`src/rtl/timer_bank_if.sv`:
```
// timer_bank_if: shared bus slot of the timer bank
// Ports: chip_select/write strobe a write of data_in to address {channel, offset};
//        data_out is the combinational read of address; irq/irq_any are the interrupt lines.
interface timer_bank_if #(
    parameter int CHANNELS = 4
);
    localparam int CH_W = (CHANNELS > 1) ? $clog2(CHANNELS) : 1;
    logic                chip_select;
    logic                write;
    logic [CH_W+2:0]     address;
    logic [31:0]         data_in;
    logic [31:0]         data_out;
    logic [CHANNELS-1:0] irq;
    logic                irq_any;
    modport master (output chip_select, write, address, data_in, input data_out, irq, irq_any);
    modport slave (input chip_select, write, address, data_in, output data_out, irq, irq_any);
endinterface

```
`src/rtl/timer_bank.sv`:
```
// timer_bank: multi-channel prescaled up-counter timers with compare match interrupts
// Ports: clk, rst (sync, active-high); bus (timer_bank_if.slave) carries the
//        chip_select/write register bus, combinational data_out, irq[CHANNELS] and irq_any.
module timer_bank #(
    parameter int CHANNELS      = 4,
    parameter int WIDTH         = 32,
    parameter int PRESCALE_BITS = 16
) (
    input logic        clk,
    input logic        rst,
    timer_bank_if.slave bus
);
    localparam int CH_W = (CHANNELS > 1) ? $clog2(CHANNELS) : 1;
    logic [CH_W-1:0] idx;
    logic [2:0]      off;
    logic [31:0]     rd [CHANNELS];
    assign idx = bus.address[CH_W+2:3];
    assign off = bus.address[2:0];
    for (genvar c = 0; c < CHANNELS; c++) begin : g_ch
        logic                     en_q, en_d, per_q, per_d, ie_q, ie_d, flag_q, flag_d;
        logic [PRESCALE_BITS-1:0] ps_q, ps_d, pre_q, pre_d;
        logic [WIDTH-1:0]         cmp_q, cmp_d, cnt_q, cnt_d;
        logic [7:0]               wr;
        logic                     tick, match, restart;
        assign wr      = (bus.chip_select & bus.write & (idx == CH_W'(c))) ? 8'd1 << off : 8'd0;
        assign tick    = en_q & (pre_q == ps_q);
        assign match   = tick & (cnt_q == cmp_q);
        assign restart = wr[5] & bus.data_in[0];
        // Later terms in each chain lose to earlier ones: restart > bus write > tick.
        always_comb begin
            en_d   = (wr[5] & bus.data_in[1]) ? 1'b1 : wr[0] ? bus.data_in[0] : (match & ~per_q) ? 1'b0 : en_q;
            per_d  = wr[0] ? bus.data_in[1] : per_q;
            ie_d   = wr[0] ? bus.data_in[2] : ie_q;
            ps_d   = wr[1] ? bus.data_in[PRESCALE_BITS-1:0] : ps_q;
            cmp_d  = wr[2] ? bus.data_in[WIDTH-1:0] : cmp_q;
            pre_d  = (wr[1] | restart | tick) ? '0 : en_q ? pre_q + 1'b1 : pre_q;
            cnt_d  = restart ? '0 : wr[3] ? bus.data_in[WIDTH-1:0] : match ? '0 : tick ? cnt_q + 1'b1 : cnt_q;
            // A match in the same cycle wins over a write-1-to-clear.
            flag_d = ~restart & (match | (flag_q & ~(wr[4] & bus.data_in[0])));
        end
        always_ff @(posedge clk) begin
            if (rst) begin
                en_q   <= 1'b0;
                per_q  <= 1'b0;
                ie_q   <= 1'b0;
                flag_q <= 1'b0;
                ps_q   <= PRESCALE_BITS'(63);
                pre_q  <= '0;
                cmp_q  <= '0;
                cnt_q  <= '0;
            end else begin
                en_q   <= en_d;
                per_q  <= per_d;
                ie_q   <= ie_d;
                flag_q <= flag_d;
                ps_q   <= ps_d;
                pre_q  <= pre_d;
                cmp_q  <= cmp_d;
                cnt_q  <= cnt_d;
            end
        end
        assign rd[c] = (off == 3'd0) ? {29'd0, ie_q, per_q, en_q} :
                       (off == 3'd1) ? 32'(ps_q) :
                       (off == 3'd2) ? 32'(cmp_q) :
                       (off == 3'd3) ? 32'(cnt_q) :
                       (off == 3'd4) ? {31'd0, flag_q} : 32'd0;
        assign bus.irq[c] = flag_q & ie_q;
    end
    assign bus.data_out = (32'(idx) < CHANNELS) ? rd[idx] : 32'd0;
    assign bus.irq_any  = |bus.irq;
endmodule

```
`src/flat_wrapper.sv`:
```
// flat-port wrapper written by rule: the top's interface ports become plain ports
module timer_bank_flat 
#(
    parameter int CHANNELS      = 4,
    parameter int WIDTH         = 32,
    parameter int PRESCALE_BITS = 16
)
  (clk, rst, bus_chip_select, bus_write, bus_address, bus_data_in, bus_data_out, bus_irq, bus_irq_any);
  timer_bank_if #(.CHANNELS(CHANNELS)) bus_i ();
  input logic clk;
  input logic rst;
  input wire logic [$bits(bus_i.chip_select)-1:0] bus_chip_select;
  input wire logic [$bits(bus_i.write)-1:0] bus_write;
  input wire logic [$bits(bus_i.address)-1:0] bus_address;
  input wire logic [$bits(bus_i.data_in)-1:0] bus_data_in;
  output wire logic [$bits(bus_i.data_out)-1:0] bus_data_out;
  output wire logic [$bits(bus_i.irq)-1:0] bus_irq;
  output wire logic [$bits(bus_i.irq_any)-1:0] bus_irq_any;
  assign bus_i.chip_select = bus_chip_select;
  assign bus_i.write = bus_write;
  assign bus_i.address = bus_address;
  assign bus_i.data_in = bus_data_in;
  assign bus_data_out = bus_i.data_out;
  assign bus_irq = bus_i.irq;
  assign bus_irq_any = bus_i.irq_any;
  timer_bank #(.CHANNELS(CHANNELS), .WIDTH(WIDTH), .PRESCALE_BITS(PRESCALE_BITS)) u_core (.clk(clk), .rst(rst), .bus(bus_i));
endmodule
```
`config.mk`:
```
export PLATFORM = sky130hd
export DESIGN_NAME = timer_bank_flat
export DESIGN_NICKNAME = d
export VERILOG_FILES = /design/src/rtl/timer_bank_if.sv /design/src/rtl/timer_bank.sv /design/src/flat_wrapper.sv
export SDC_FILE = /design/constraint.sdc
export NUM_CORES = 1
export LEC_CHECK = 0
export CORE_MARGIN = 10
export CORE_UTILIZATION = 60
export DETAILED_ROUTE_END_ITERATION = 12
export PLACE_DENSITY_LB_ADDON = 0.08
export SETUP_SLACK_MARGIN = 0.3
export SLEW_MARGIN = 10
export SYNTH_ARGS = -nofsm -noshare
export SYNTH_HDL_FRONTEND = slang
export SYNTH_SLANG_ARGS = --single-unit
```
`constraint.sdc`:
```
create_clock -name clk -period 3.8 [get_ports clk]
set_input_delay 0.38 -clock clk [delete_from_list [all_inputs] [get_ports clk]]
set_output_delay 0.38 -clock clk [all_outputs]
set_load 0.02 [all_outputs]
```
==> results.txt <==
The aggregate routed wire length came out at 86,600 microns. The largest fanout of any net on the critical path is 9. For this design the ratio of total power to cell area is 385 nW/um^2. Global routing finished with a remaining overflow of 0. Entering global routing, the biggest net connects 118 pins. The number of nets at the end of the flow came out at 2,979. The adder-cell share of the synthesized area is 0.00453. The compound-gate portion of the synthesized area is 0.183. The clock latency of the later-clocked register in the worst-skew pair came out at 0.58 ns. For this run, the number of Yosys warnings is 0. The actual transition at the worst max-transition pin is 1.30 ns. The count of pins over their slew limit came out at 0.

After synthesis, the largest family of logic cells by area is simple AND/OR/NAND/NOR gates. The fraction of synthesized cell area in xor and xnor cells came out at 0.127. TritonCTS built the clock tree. The number of different library cells used by synthesis comes to 61. The headroom to the max-slew limit is 0.135. The number of buffers on the longest clock path came out at 3.

The routed design could run at a clock period as short as 3.39 ns. After clock tree synthesis, the clock-pin slew on the worst setup and hold paths is 0.06 ns. The total of buffers placed on input and output ports came out at 77. After legalization and detailed placement, the total HPWL measured 62,400 microns.

The cts-stage hold buffer count came out at 0. The combined flip-flop and latch cell area came out at 8010 sq um. The average footprint of a synthesized cell is 7.52 sq um. The mean number of vias per cell is 6.68. Summing every instance area after synthesis gives 22,100 sq um. The path class of the tightest hold or removal check is input pin to flip-flop. The sum of negative setup slack came out at 0 ns.

Counting the buffers created by CTS gives 45. The setup violation total in the final timing report came out at 0. Routability-driven placement finished with a final weighted congestion of 1.01. Synthesis inferred 400 register bits. The part of the cycle the worst path needs is 0.893.

The kind of start point of the critical path is an input pin. The met3 routing resource usage after global routing came out at 0.0734. The static leakage power is 9.47 nW.

The core footprint came out at 36,400 sq um. The count of nets left with antenna violations once routing finished came out at 0. After routing the design area is 25,000 sq um.

The highest-utilization routing layer at the global route stage is met2. The number of antenna violations at the first check in global routing came out at 1. The run finished with clean final reports. The placed instance area is 23,400 sq um. The met2 layer usage reported by global route came out at 0.558. The worst setup path is of the input pin to output pin kind. The worst setup path is captured at an output pin. The maximum clock frequency came out at 295 MHz. The data arrival at the endpoint of the critical path is 3.01 ns. The via count of the first global-routing pass is 21.3k. The detailed router placed 22.9k vias in this run.

The cell sitting at the root of the clock tree is a clkbuf_16. In the global route stage, met1 resource usage came out at 0.473. For this run, the total global-route usage over all layers was measured as 0.374. The H-tree generated during clock tree synthesis spans 2 levels. The hold violation count in the final report came to 0.

Between clock sinks in the finished design, the worst skew comes to 0.0135 ns. The sequential-to-total area share from yosys stat is 0.363. The maximum VDD drop came out at 0.000346 V. In this run the count of I/O pins placed on the die edge is 78. The max capacitance violation total is 0. STA puts the critical path data required time at 3.42 ns. The synthesized netlist net count is 2,986. In this run the core area contains 70 standard-cell rows. The layout cell share with drive strength beyond 1 is 0.0682.

Setup repair after global routing left no endpoint under its margin. After detailed routing, the average wire length per cell comes to 25.2 microns. The first-pass iteration count of the detailed router came out at 6. Leaving out fill and tap cells, the most frequent cells in the layout are nand2_1 (598), dfxtp_1 (400), a21oi_1 (262), xor2_1 (239), o21ai_0 (197). The die outline width came out at 212 microns. Of the post-synthesis cell area, the part taken by muxes is 0.0194. The number of synthesized flops with an enable pin is 0. The detailed-route DRC error count is 0. The overall die area came out at 44,900 sq um. The area taken by multi-input logic gates came out at 13,300 sq um.

Fill cells in the final layout number 3,043. The initial cell density of the core came out at 0.606. The gate count of the mapped netlist is 2,937. The total number of clock tree sinks is 400. Leaving out fill and tap cells, the most frequent cell in the layout is nand2_1. In this run, the number of DRC markers left after iteration 0 of detailed routing was 3,622.

The area growth from synthesis to final layout is 13.3%. The share of flip-flops with an asynchronous set or reset is 0. The simple-gate portion of the synthesized area is 0.262. The number of buffers inserted to repair setup after CTS is 0.

Among all flip-flop cells after synthesis, the most frequent one is dfxtp_1. The die height is 212 microns. The global-route wire length before repair is 129,000 microns.
-- registers in the layout, summed over array words and instances, names as in the netlist --
| signal | count |
|---|---|
| u_core.g_ch.cmp_q | 128 |
| u_core.g_ch.cnt_q | 128 |
| u_core.g_ch.en_q | 4 |
| u_core.g_ch.flag_q | 4 |
| u_core.g_ch.ie_q | 4 |
| u_core.g_ch.per_q | 4 |
| u_core.g_ch.pre_q | 64 |
| u_core.g_ch.ps_q | 64 |
-- cells in the mapped netlist, types with 38 or more instances --
master    instances  share of area
nor2_1          200          0.034
nor3_1           38         0.0086
o21ai_0         197          0.045
xor2_1          239          0.095
a31oi_1          49          0.014
clkbuf_1        209          0.036
xnor2_1          82          0.033
nand3_1          79          0.018
nand2_1         598           0.10
a21oi_1         262          0.059
a22oi_1          63          0.021
dfxtp_1         400           0.36
nor4_1           67          0.019
nand4_1          68          0.019
-- metrics by stage --
step           setup slack (ns)  hold WS (ns)   util  instances  power (W)
6_report                  0.405         0.338  0.687       3434    0.00962
5_1_grt                   0.307         0.403  0.686       3433    0.00981
4_1_cts                   0.306         0.352  0.685       3432    0.00957
3_5_place_dp             0.0863         0.475  0.642       3351    0.00512
3_3_place_gp              0.165         0.465  0.642       3351    0.00511
2_1_floorplan             0.754         0.442      -       2937    0.00474
-- final cells by class --
cell class / instances / area share
Antenna cell: 2 / 0.000200
Clock buffer: 58 / 0.0506
Clock inverter: 23 / 0.0105
Inverter: 19 / 0.00285
Multi-Input combinational cell: 2299 / 0.530
Sequential cell: 400 / 0.320
Tap cell: 468 / 0.0234
Timing Repair Buffer: 165 / 0.0620
-- critical path, stage by stage --
cell	delay, ns
clkdlybuf4s50_1	0.59
nand2b_1	0.53
buf_4	0.25
o22ai_1	0.12
o32ai_1	0.43
nand2_1	0.13
clkdlybuf4s50_1	0.57
-- per-layer routing --
| metal | share of wire | routed length, microns |
|---|---|---|
| met1 | 0.38 | 32700 |
| met2 | 0.43 | 36900 |
| met5 | 0 | 0 |
| met3 | 0.11 | 9590 |
| met4 | 0.085 | 7330 |
-- report_power, final --
| group | switching [W] | internal (W) | leakage [nW] |
|---|---|---|---|
| Sequential | 0.0000309 | 0.00421 | 3.22 |
| Clock | 0.00186 | 0.00269 | 0.764 |
| Combinational | 0.000567 | 0.000255 | 5.48 |
-- path summary, 6_finish.rpt --
kind	startpoint	slack (ns)	cells past startpoint	endpoint
worst max register to register	u_core.g_ch[2].ps_q[6]	0.59	7	u_core.g_ch[2].cnt_q[22]
worst min register to register	u_core.g_ch[2].cmp_q[30]	0.48	2	u_core.g_ch[2].cmp_q[30]
worst min-delay path	rst	0.34	2	u_core.g_ch[3].ps_q[8]
worst max-delay path	bus_address[3]	0.41	7	bus_data_out[2]
-- cell families after synthesis --
logic type                 after synthesis
and+or+nand+nor                       1244
AOI/OAI and AO/OA                      692
DFF                                    400
xor gates and xnor gates               321
buffers and inverters                  238
muxes                                   34
adders and majority gates                8
-- repair_timing --
action,in CTS,in global routing
setup endpoints to repair,17,27
gates resized for setup,6,20
gates cloned,0,0
Note: power is estimated with default switching activity, not from simulation.
